File: src/rtl/key_pkg.sv
// rtl/key_pkg.sv - shared types and sizing helper for the key debouncer
package key_pkg;

  typedef enum logic [1:0] {
    RELEASED,
    PRESS_WAIT,
    PRESSED,
    RELEASE_WAIT
  } key_state_t;

  // Counter width able to hold 0..n-1, never narrower than one bit.
  function automatic int cnt_width(input int n);
    return (n < 2) ? 1 : $clog2(n);
  endfunction

endpackage

File: src/rtl/key_debounce_ch.sv
// rtl/key_debounce_ch.sv - one key channel: synchroniser, debounce FSM, output registers
// Optional long-press detector enabled by KEY_LONG_PRESS_EN.
module key_debounce_ch
  import key_pkg::*;
#(
  parameter int DEBOUNCE_CYC   = 1000000,
  parameter bit KEY_ACTIVE_LOW = 1'b1,
  parameter int LONG_CYC       = 50000000
) (
  input  logic sys_clk,
  input  logic sys_rst,
  input  logic key,
  output logic key_level,
  output logic key_press,
  output logic key_release,
  output logic key_toggle,
  output logic key_long
);

  localparam int            CW       = cnt_width(DEBOUNCE_CYC);
  localparam logic [CW-1:0] CNT_LAST = CW'(DEBOUNCE_CYC - 1);
  localparam logic          IDLE_PIN = KEY_ACTIVE_LOW;

  logic [1:0]    sync_q;
  logic          pressed;
  key_state_t    state;
  logic [CW-1:0] cnt;

  // Reset loads the idle pin level so leaving reset cannot look like an edge.
  always_ff @(posedge sys_clk) begin
    if (sys_rst) begin
      sync_q <= {2{IDLE_PIN}};
    end else begin
      sync_q <= {sync_q[0], key};
    end
  end

  assign pressed = sync_q[1] ^ KEY_ACTIVE_LOW;

  always_ff @(posedge sys_clk) begin
    if (sys_rst) begin
      state       <= RELEASED;
      cnt         <= '0;
      key_level   <= 1'b0;
      key_press   <= 1'b0;
      key_release <= 1'b0;
      key_toggle  <= 1'b0;
    end else begin
      key_press   <= 1'b0;
      key_release <= 1'b0;
      case (state)
        RELEASED: begin
          if (pressed) begin
            state <= PRESS_WAIT;
            cnt   <= '0;
          end
        end
        PRESS_WAIT: begin
          if (!pressed) begin
            state <= RELEASED;
            cnt   <= '0;
          end else if (cnt == CNT_LAST) begin
            state      <= PRESSED;
            cnt        <= '0;
            key_level  <= 1'b1;
            key_press  <= 1'b1;
            key_toggle <= ~key_toggle;
          end else begin
            cnt <= cnt + 1'b1;
          end
        end
        PRESSED: begin
          if (!pressed) begin
            state <= RELEASE_WAIT;
            cnt   <= '0;
          end
        end
        RELEASE_WAIT: begin
          if (pressed) begin
            state <= PRESSED;
            cnt   <= '0;
          end else if (cnt == CNT_LAST) begin
            state       <= RELEASED;
            cnt         <= '0;
            key_level   <= 1'b0;
            key_release <= 1'b1;
          end else begin
            cnt <= cnt + 1'b1;
          end
        end
        default: begin
          state <= RELEASED;
          cnt   <= '0;
        end
      endcase
    end
  end

`ifdef KEY_LONG_PRESS_EN
  localparam int            LW        = cnt_width(LONG_CYC);
  localparam logic [LW-1:0] LONG_LAST = LW'(LONG_CYC - 1);

  logic [LW-1:0] long_cnt;
  logic          long_done;

  // Counter parks at its terminal value; long_done blocks a repeat pulse.
  always_ff @(posedge sys_clk) begin
    if (sys_rst) begin
      long_cnt  <= '0;
      long_done <= 1'b0;
      key_long  <= 1'b0;
    end else begin
      key_long <= 1'b0;
      if (state == PRESSED) begin
        if (long_cnt == LONG_LAST) begin
          if (!long_done) begin
            key_long  <= 1'b1;
            long_done <= 1'b1;
          end
        end else begin
          long_cnt <= long_cnt + 1'b1;
        end
      end else begin
        long_cnt  <= '0;
        long_done <= 1'b0;
      end
    end
  end
`else
  logic unused_long_cfg;
  assign unused_long_cfg = (LONG_CYC > 0);
  assign key_long        = 1'b0;
`endif

endmodule

File: src/rtl/key_debounce_multi.sv
// rtl/key_debounce_multi.sv - N independent debounced key channels
// Long-press pulses available when KEY_LONG_PRESS_EN is defined.
module key_debounce_multi
  import key_pkg::*;
#(
  parameter int NUM_KEYS       = 4,
  parameter int DEBOUNCE_CYC   = 1000000,
  parameter bit KEY_ACTIVE_LOW = 1'b1,
  parameter int LONG_CYC       = 50000000
) (
  input  logic                sys_clk,
  input  logic                sys_rst,
  input  logic [NUM_KEYS-1:0] key,
  output logic [NUM_KEYS-1:0] key_level,
  output logic [NUM_KEYS-1:0] key_press,
  output logic [NUM_KEYS-1:0] key_release,
  output logic [NUM_KEYS-1:0] key_toggle,
  output logic [NUM_KEYS-1:0] key_long
);

  for (genvar i = 0; i < NUM_KEYS; i++) begin : g_ch
    key_debounce_ch #(
      .DEBOUNCE_CYC  (DEBOUNCE_CYC),
      .KEY_ACTIVE_LOW(KEY_ACTIVE_LOW),
      .LONG_CYC      (LONG_CYC)
    ) u_ch (
      .sys_clk    (sys_clk),
      .sys_rst    (sys_rst),
      .key        (key[i]),
      .key_level  (key_level[i]),
      .key_press  (key_press[i]),
      .key_release(key_release[i]),
      .key_toggle (key_toggle[i]),
      .key_long   (key_long[i])
    );
  end

endmodule

File: config.mk
export PLATFORM = sky130hd
export DESIGN_NAME = key_debounce_multi
export DESIGN_NICKNAME = d
export VERILOG_FILES = /design/src/rtl/key_pkg.sv /design/src/rtl/key_debounce_ch.sv /design/src/rtl/key_debounce_multi.sv
export SDC_FILE = /design/constraint.sdc
export NUM_CORES = 1
export LEC_CHECK = 0
export CORE_UTILIZATION = 37
export DETAILED_ROUTE_END_ITERATION = 7
export GPL_TIMING_DRIVEN = 1
export PLACE_DENSITY_LB_ADDON = 0.2
export SLEW_MARGIN = 20
export SYNTH_ARGS = -nofsm -noshare
export SYNTH_HDL_FRONTEND = slang
export SYNTH_SLANG_ARGS = --single-unit
File: constraint.sdc
create_clock -name sys_clk -period 4.35 [get_ports sys_clk]
set_input_delay 0.6525 -clock sys_clk [delete_from_list [all_inputs] [get_ports sys_clk]]
set_output_delay 0.6525 -clock sys_clk [all_outputs]
set_load 0.1 [all_outputs]
After elaboration in Yosys (flattened, before gate mapping)
Cells that the tools add are included.
- register bits after elaboration: 112
- word-level logic and storage cells: 204
- add/subtract/negate cells: 4
- eq/ne operators: 48
- multiplexer cells: 76
- bitwise operators: 16
- reductions and logical operators: 32
- operators with widths (kind ; number):
    $mux W20 ; 20
    $pmux W20 S4 ; 4
    $add A20 B1 Y20 const B ; 4
    $eq A20 B20 Y1 const B ; 4
    $mux W2 ; 24
    $ne A2 B1 Y1 const B ; 16
    $pmux W2 S4 ; 4
    $reduce_or A3 Y1 ; 8
    $mux W1 ; 20
    $reduce_and A5 Y1 ; 4
    $eq A2 B2 Y1 const B ; 8
    $ne A2 B2 Y1 const B ; 8
    $not A1 Y1 ; 16
    $reduce_and A4 Y1 ; 4
    $ne A3 B1 Y1 const B ; 4
    $ne A3 B3 Y1 const B ; 4
    $reduce_and A3 Y1 ; 4
    $eq A2 B1 Y1 const B ; 4
    $logic_not A2 Y1 ; 4
    $pmux W1 S2 ; 4
    $reduce_and A2 Y1 ; 4
    $reduce_bool A2 Y1 ; 4

Logic depth before layout (Yosys ltp)
- depth in word-level cells: 4
- gate-level depth with buffers: 8
- mapped depth without buffers: 6

Modules after synthesis
Synthesis repeated with hierarchy kept, for this count alone.
- cells, all modules: 708
- area, all modules: 6065.8 um2
- modules (own cells, without submodules) (module ; times used ; cells an instance ; area each (um2) ; seq. area each (um2)):
    key_debounce_ch ; 4 ; 177 ; 1516.5 ; 560.5

Worst setup path before layout
OpenSTA, ideal clock, no wires.
- path kind: input-to-reg
- start: input port sys_rst
- end: register g_ch[2].u_ch.cnt[16]
- setup time: 0.070 ns
- arrival time: 1.833 ns
- required time: 4.280 ns
- setup slack: 2.447 ns
- stages: 5
- path buffers: 2
- cell sequence: clkbuf_1 clkbuf_1 nor3_1 a21oi_1 a21oi_1
- RTL lines (what ; line ; source):
    start, declared ; key_debounce_multi.sv:12 ; input logic sys_rst,
    end signal, assigned ; key_debounce_ch.sv:69 ; cnt <= cnt + 1'b1;
    end signal, assigned ; key_debounce_ch.sv:88 ; cnt <= cnt + 1'b1;
    end, declared ; key_debounce_ch.sv:27 ; logic [CW-1:0] cnt;

Worst setup path in the final report
- start: register g_ch[2].u_ch.key_level
- end: output port key_level[2]
- RTL lines (what ; line ; source):
    start, declared ; key_debounce_ch.sv:13 ; output logic key_level,
    start signal, assigned ; key_debounce_ch.sv:44 ; key_level <= 1'b0;
    start signal, assigned ; key_debounce_ch.sv:65 ; key_level <= 1'b1;
    start signal, assigned ; key_debounce_ch.sv:85 ; key_level <= 1'b0;
    end, declared ; key_debounce_multi.sv:14 ; output logic [NUM_KEYS-1:0] key_level,
No word-level cell between the ends.

==> results.md <==
- Syn avg cell area: about 8.4 um2
- Leakage: roughly 2.1 nW
- Leading cell type in the layout, fill and taps excluded: dfxtp_1
- Top Family by Delay on Critical Path: buffers and inverters
- EDFF count, synth: 0
- Total core area: 14500 um2
- Actual slew at the worst max-slew pin: 1.00 ns
- Min Hold Slack: about 0.42 ns
- Top cell type by total area after synthesis: dfxtp_1
- Maximum fanout along the worst path: 3
- Routed WL per cell: 13.7 um
- Pre-antenna DRT Iters: 4
- Root Driver: clkbuf_16
- Post-route ant nets: 0
- Clock slew at reported path FFs: 0.07 ns
- Initial Util: a little under two fifths
- Bufs and invs on worst path: 1
- Max-cap viol count: 0
- Total Routing Usage GR: 15.7%
- Die extent in y: 124 um
- Via count: ~4600
- Worst rel slew slack: 32.7%
- Die area: 15300 um2
- Mapped Area: between 5000 and 6000 um2
- Ant diodes: 0
- IO Port Bufs: 21
- Hold Buf Count CTS: 0
- CP Class: reg -> out
- H-tree lvl count: 3
- Seq cells post-synth: 112
- Placed cell count: 817
- Fin crit period: approximately 2.5 ns
- Area Overhead vs Synth: 8.68%
- Maximum VDD drop: 0.000193 V
- First-pass GRT wire length: 18.9 mm
- Fraction of layout cells with a size suffix above 1: 6.97%
- Initial antenna violation count: 0
- Post_cts resized: 0
- Clock latency at the later pin of the worst-skew pair: 0.35 ns
- Setup bufs post-CTS: 0
- CP startpoint kind: flip-flop
- Global route overflow: 0
- Syn. warnings: 0
- Cells after Synth: 650
- Placement Setup Slack: 1.88 ns
- DIE WIDTH: 124 um
- Worst EP arrival: 1.86 ns
- CP cell instances: clkdlybuf4s50_1
- Fin nets: 654
- Vias in the first global route: 3993
- Placement Cell Area: 5690 um2
- Final setup violation count: 0
- Largest net degree at the start of global routing: 32
- Total power: 1.96 mW
- Worst path slowest cell: clkdlybuf4s50_1
- Worst hold path class: reg -> reg
- CTS max path bufs: 2
- Final non-filler cell total: slightly above 800
- FMAX: 398 MHz
- Drt total wl: 11.4 mm
- Num ports: 26
- Fillers: 1448
- Final worst-path cycle share: ~58%
- Most frequent cells in the layout: dfxtp_1, nand2_1, nor2_1
- Critical Path Sink Type: primary output
- Vias/cell: between 5 and 6
- Final setup margin: 1.83 ns
- RSZ-0062 raised after global routing: no
- Row cnt: 44
- Synth top area share: 40.8%
- Final non-filler cell area: 5970 um2
- CTS tree: built
- Asr flop ratio synth: 0%
- Run status: finished, final reports clean
- Post-DP HPWL: 7.89 mm
- Placer Congestion: 0.807
- PwrDens: around 330 nW/um2
- CTS Buf Count: 9
- Sequential area share after synthesis: 40.8%
- Clock sinks: approximately 110
- Setup TNS: 0 ns
- Final Max Tran Viols: 0
- Final hold viol count: 0
- Area contributors post-synth: dfxtp_1, a31oi_1, nand2_1, a21oi_1, nand3_1
- CP required: 3.70 ns
- Synth Flop Type: dfxtp_1
- DR iter-0 viols: 293
- Final Skew: ~0.0084 ns
- Util after Layout: 41.2%
- Critical path's largest stage delay: 1.15 ns
- Netlist cell types: 57
- Drt drc: 0
[worst paths after layout]
kind                          startpoint                     end  slack [ns]  cells after the start
hold / removal    g_ch[3].u_ch.sync_q[0]  g_ch[3].u_ch.sync_q[1]        0.42                      1
setup reg to reg     g_ch[1].u_ch.cnt[0]    g_ch[1].u_ch.cnt[18]        1.98                      7
hold reg to reg   g_ch[3].u_ch.sync_q[0]  g_ch[3].u_ch.sync_q[1]        0.42                      1
setup / recovery  g_ch[2].u_ch.key_level            key_level[2]        1.83                      1
[layer usage]
layer	up-vias	part of all wire (%)	global-route usage, %
li1	2363	-	-
met1	2148	49	20.3
met2	65	46	25.2
met3	9	3.7	4.49
met4	0	1.2	4.74
met5	-	0	0
[cell families (layout without fill, tap and decap cells)]
logic type / Yosys count / in the layout / share of synthesized area, %
compound gates: 160 / 160 / 18.3
xor+xnor: 19 / 19 / 3.03
fa+ha+maj: 4 / 4 / 0.912
buf+inv: 59 / 52 / 6.24
flops: 112 / 112 / 40.8
mux: 9 / 9 / 1.64
other cells: 1 / 4 / 0.0683
simple gates: 286 / 286 / 28.9
[where the power goes]
| group | switching (mW) | total (mW) | internal, mW |
|---|---|---|---|
| sequential | 0.00817 | 1.04 | 1.03 |
| combinational | 0.0800 | 0.110 | 0.0298 |
| clock | 0.355 | 0.809 | 0.454 |
| total | 0.443 | 1.96 | 1.52 |
[sequential cells by signal, indices dropped and copies added (netlist names), named ones only]
register	cells
g_ch.u_ch.cnt	80
g_ch.u_ch.sync_q	8
g_ch.u_ch.key_level	4
g_ch.u_ch.key_press	4
g_ch.u_ch.key_release	4
g_ch.u_ch.key_toggle	4
g_ch.u_ch.state	4
[cell type report]
class                      count  area (um2)  share of cell area, %
multi-input combinational    482        2930                   49.0
sequential                   112        2240                   37.6
clock buffer                  12         246                   4.13
timing repair buffer          26         243                   4.07
tap                          184         230                   3.86
inverter                      13        48.8                  0.818
clock inverter                 1        30.0                  0.503
[cells in the mapped netlist (11+ instances only)]
master / count
and3_1: 13
a21o_1: 13
nor2_1: 49
nand3_1: 42
nand2_1: 69
inv_1: 13
a31oi_1: 45
dfxtp_1: 112
buf_4: 20
a21oi_1: 45
o21ai_0: 25
nand4_1: 26
nor3_1: 14
xor2_1: 11
clkbuf_1: 12
Power figures use the tool's default switching activity.
